`config.mk`:
```
export PLATFORM = sky130hd
export DESIGN_NAME = interrupt_request_priority
export DESIGN_NICKNAME = d
export VERILOG_FILES = /design/src/rtl/interrupt_request_priority.sv
export SDC_FILE = /design/constraint.sdc
export NUM_CORES = 1
export LEC_CHECK = 0
export CORE_AREA = 8 8 120 67
export CTS_CLUSTER_DIAMETER = 80
export CTS_CLUSTER_SIZE = 30
export DETAILED_ROUTE_END_ITERATION = 10
export DIE_AREA = 0 0 128 75
export MAX_ROUTING_LAYER = met4
export PLACE_DENSITY = 0.77
export SYNTH_ARGS = -nofsm -noshare
export SYNTH_HDL_FRONTEND = slang
export SYNTH_SLANG_ARGS = --single-unit
```
`constraint.sdc`:
```
create_clock -name clk -period 10.81 [get_ports clk]
set_input_delay 3.243 -clock clk [delete_from_list [all_inputs] [get_ports clk]]
set_output_delay 3.243 -clock clk [all_outputs]
set_load 0.05 [all_outputs]
```
`src/rtl/interrupt_request_priority.sv`:
```
// 8259 IRR/ISR datapath: request capture, rotating priority resolution,
// in-service tracking and INT generation in fully nested mode.
module interrupt_request_priority #(
    parameter int NUM_IRQ = 8
) (
    input  logic       clk,
    input  logic       reset_n,
    input  logic [7:0] ir,
    input  logic       clear_state,
    input  logic       level_edge_triggered,
    input  logic [7:0] int_mask,
    input  logic [7:0] eoi,
    input  logic       latch_in_service,
    input  logic       freeze,
    input  logic [2:0] priority_rotate,
    output logic [7:0] irr,
    output logic [7:0] isr,
    output logic [7:0] highest_level_in_service,
    output logic [2:0] acknowledged_level,
    output logic       int_request
);

    logic [7:0] irr_q, irr_d;
    logic [7:0] isr_q, isr_d;
    logic [7:0] ir_prev_q, ir_prev_d;
    logic [2:0] ack_q, ack_d;
    logic       int_q, int_d;

    logic [2:0] shift;
    logic [7:0] req_rot, isr_rot;
    logic [7:0] req_first, isr_first;
    logic [2:0] req_rank, isr_rank;
    logic [7:0] req_winner, isr_winner;
    logic [7:0] latch_vec;

    function automatic logic [7:0] rot_r(input logic [7:0] v,
                                         input logic [2:0] s);
        logic [15:0] w;
        w = {v, v} >> s;
        return w[7:0];
    endfunction

    function automatic logic [7:0] rot_l(input logic [7:0] v,
                                         input logic [2:0] s);
        logic [15:0] w;
        w = {v, v} << s;
        return w[15:8];
    endfunction

    function automatic logic [2:0] first_idx(input logic [7:0] v);
        logic [2:0] idx;
        idx = 3'd0;
        for (int i = 7; i >= 0; i--) begin
            if (v[i]) idx = 3'(i);
        end
        return idx;
    endfunction

    function automatic logic [2:0] encode(input logic [7:0] v);
        logic [2:0] idx;
        idx = 3'd0;
        for (int i = 0; i < 8; i++) begin
            if (v[i]) idx = 3'(i);
        end
        return idx;
    endfunction

    // Resolve in rotated space so a fixed LSB-first search sees the
    // highest-priority level at bit 0; rank is the rotated bit index.
    always_comb begin
        shift      = priority_rotate + 3'd1;
        req_rot    = rot_r(irr_q & ~int_mask, shift);
        isr_rot    = rot_r(isr_q, shift);
        req_first  = req_rot & (~req_rot + 8'd1);
        isr_first  = isr_rot & (~isr_rot + 8'd1);
        req_rank   = first_idx(req_rot);
        isr_rank   = first_idx(isr_rot);
        req_winner = rot_l(req_first, shift);
        isr_winner = rot_l(isr_first, shift);
        latch_vec  = latch_in_service ? req_winner : 8'h00;
    end

    always_comb begin
        irr_d     = irr_q & ~latch_vec;
        ir_prev_d = ir_prev_q;
        isr_d     = (isr_q & ~eoi) | latch_vec;
        ack_d     = ack_q;
        int_d     = (|req_rot) && (~|isr_q || (req_rank < isr_rank));

        if (!freeze) begin
            ir_prev_d = ir;
            if (level_edge_triggered) begin
                irr_d = ir & ~latch_vec;
            end else begin
                irr_d = (irr_q | (ir & ~ir_prev_q)) & ir & ~latch_vec;
            end
        end

        if (latch_in_service) begin
            ack_d = (|req_winner) ? encode(req_winner) : 3'd7;
        end

        if (clear_state) begin
            irr_d     = 8'h00;
            isr_d     = 8'h00;
            ack_d     = 3'd0;
            int_d     = 1'b0;
            ir_prev_d = ir;
        end
    end

    always_ff @(posedge clk) begin
        if (!reset_n) begin
            irr_q     <= 8'h00;
            isr_q     <= 8'h00;
            ack_q     <= 3'd0;
            int_q     <= 1'b0;
            ir_prev_q <= 8'hFF;
        end else begin
            irr_q     <= irr_d;
            isr_q     <= isr_d;
            ack_q     <= ack_d;
            int_q     <= int_d;
            ir_prev_q <= ir_prev_d;
        end
    end

    assign irr                      = irr_q;
    assign isr                      = isr_q;
    assign highest_level_in_service = isr_winner;
    assign acknowledged_level       = ack_q;
    assign int_request              = int_q;

endmodule

```
==> results.py <==
metrics = {
    "status": {
        "status": "finished clean",
    },
    "timing": {
        "worst_pin_slew_ps": 834.4,
        "period_needed_ps": 10200,
        "slew_viol_final": 0,
        "hold_viol_final": 0,
        "min_period_over_period": 0.9433,
        "slew_headroom": 0.4404,
        "fin_skew_ps": 4.682,
        "fmax_ghz": 0.09807,
        "setup_violations": 0,
        "rsz0062_at_grt": "no",
        "fin_tns_setup_ps": 0,
    },
    "grt": {
        "antenna_found_initial": 0,
        "grt_pass1_vias": 3134,
        "grt_usage": 0.2188,
        "grt_first_pass_wirelength_mm": 16.35,
        "grt_max_degree": 40,
        "grt_overflow": 0,
    },
    "clocking": {
        "hold_buffers": 0,
        "ctsResizeCount": 0,
        "clkTransAtPathRegs_ps": 70,
        "cts-buffers-inserted": 3,
        "root_buffer": "clkbuf_16",
        "clk_latency_ps": 260,
        "cts_max_level": 1,
        "clock-sinks": 28,
        "postCtsSetupBuffers": 0,
        "cts_buffer_depth": 2,
        "cts_tree": "yes",
    },
    "floorplanning": {
        "fp-row-count": 21,
        "dieWidth_um": 128,
        "io_pins": 61,
        "dieHeight_um": 75,
        "core_area_um2": 6359,
        "initial_core_util": 0.4815,
        "die_area_um2": 9600,
    },
    "logic_synthesis": {
        "synth_top_family_by_area": "simple AND/OR/NAND/NOR gates",
        "synth.distinct_cells": 62,
        "synth-compound-area-share": 0.2068,
        "synthXorXnorAreaFrac": 0.01063,
        "syn_inst": 370,
        "synth-edff-count": 0,
        "synthesis.area_um2": 3062,
        "yosys.area_share.simple": 0.2918,
        "ys_warn_count": 0,
        "syn-num-nets": 406,
        "synthFlopType": "dfxtp_1",
        "async_flop_share": 0,
        "synth.avg_cell_area_um2": 8.275,
        "synth-seq-area-share": 0.1831,
        "yosys.area_share.adder": 0.01226,
        "synth_mux_area_frac": 0.2526,
        "ys_seq_elements": 28,
    },
    "routing": {
        "first_pass_iters": 5,
        "first_iter_violations": 432,
        "antenna_left": 0,
        "drc": 0,
        "wl_per_cell_um": 20.57,
        "vias": 3336,
        "via_per_inst": 6.593,
        "totalWireLength_mm": 10.41,
    },
    "setup_path": {
        "path_max_fanout": 18,
        "critPathLaunchType": "primary input",
        "ff2ff_path_depth": 8,
        "required_ps": 7570,
        "rr_startpoint": "isr[7]",
        "crit_path_start": "priority_rotate[1]",
        "cp-end-kind": "primary output",
        "worstSetupPathType": "primary input to primary output",
        "arrival_ps": 6950,
    },
    "layout": {
        "fin_area_um2": 3894,
        "n_antenna_cell": 0,
        "nNetsFinal": 451,
        "fin_util": 0.6124,
        "drive_gt1_frac": 0.1473,
        "area_delta_synth_final_pct": 27.18,
    },
    "min_path": {
        "hold_class": "register to register",
        "hp-start": "ir_prev_q[7]",
        "hold_depth": 2,
    },
    "place": {
        "dp_hpwl_mm": 8.044,
        "dpl_cell_area_um2": 3789,
        "gp_congestion": 0.9690,
        "port_buffers": 60,
    },
    "power": {
        "power.density_nw_per_um2": 95.78,
        "finalPower_w": 0.0003730,
        "leakagePower_nw": 1.399,
        "ir_drop_v": 0.00009033,
    },
    "flow_run": {
        "max-cap-violations": 0,
    },
}
==> area by class of cell <==
type	count	area (um^2)
fill	575	2465
multi-input combinational	312	2381
timing repair buffer	65	713.2
sequential	28	560.5
tap	92	115.1
clock buffer	3	75.07
clock inverter	1	30.03
inverter	5	18.77
==> worst paths after layout <==
check / slack, ps / endpoint
worst min register to register: 470 / ir_prev_q[7]
worst max register to register: 7660 / int_request
worst min-delay path: 470 / ir_prev_q[7]
worst max-delay path: 610 / highest_level_in_service[6]
==> stage by stage <==
| step | worst slack, ps | hold WS (ps) | instances |
|---|---|---|---|
| global placement | 962.8 | 450.3 | 502 |
| global route | 425.8 | 492.5 | 506 |
| detailed placement | 710.5 | 453.8 | 502 |
| floorplan | 986.6 | 440.9 | 370 |
| CTS | 687.3 | 473.8 | 506 |
| finish | 612.8 | 474.1 | 506 |
==> synthesized netlist by cell type, types with 10 or more instances <==
master    count  area, um^2
nand3_1      16       80.08
mux4_2       20       450.4
dfxtp_1      28       560.5
nand2_1      38       142.6
nor4_1       10       62.56
a21oi_1      33       165.2
nand2b_1     19       118.9
o21ai_0      15       75.07
nor2b_1      15       93.84
mux2i_1      21       210.2
nor2_1       26       97.59
clkbuf_1     16       60.06
==> cell usage in the layout (no fill, tap or decap), types with 4 or more instances in the layout <==
cell / n
inv_1: 4
nor2_1: 26
mux2i_1: 21
buf_12: 8
nor2b_1: 15
and2_1: 4
a211oi_1: 5
nand3_1: 16
mux4_2: 20
mux2_2: 9
a21oi_1: 33
a31oi_1: 6
clkdlybuf4s50_1: 51
nand2b_1: 19
o221ai_1: 8
nand2_1: 38
nor4_1: 10
dfxtp_1: 28
o21ai_0: 15
nand3b_1: 5
buf_4: 5
==> metal layers <==
| layer | GRT usage | wire length [um] | vias up |
|---|---|---|---|
| li1 | - | - | 1511 |
| met1 | 0.3084 | 4761 | 1572 |
| met2 | 0.3085 | 4232 | 238 |
| met3 | 0.06219 | 1343 | 15 |
| met4 | 0.02611 | 70 | 0 |
| met5 | - | 0 | - |
==> kinds of logic (layout without fill, tap and decap cells) <==
| family | after synthesis | after routing |
|---|---|---|
| AOI/OAI and AO/OA | 95 | 95 |
| xor gates and xnor gates | 2 | 2 |
| adders and majority gates | 3 | 3 |
| buffers and inverters | 30 | 74 |
| DFF | 28 | 28 |
| muxes | 51 | 51 |
| and+or+nand+nor | 161 | 161 |
==> flip-flops by register name, summed over array words and instances, names as in the netlist <==
signal	cells
isr	8
irr	8
int_request	1
acknowledged_level	3
ir_prev_q	8
==> critical path: stages <==
cell and delay [ps]:
clkdlybuf4s50_1 420, ha_1 510, buf_4 290, mux4_2 360, mux2_2 340, nor4_1 510, nand3_1 230, o31ai_1 400
mux2i_1 160, mux2i_1 300, buf_12 180
==> power by group <==
group          internal, W  switching, W
Sequential        0.000108    0.00000460
Clock            0.0000737     0.0000354
Combinational    0.0000642     0.0000870
Total             0.000246      0.000127
Note: power is estimated with default switching activity, not from simulation.
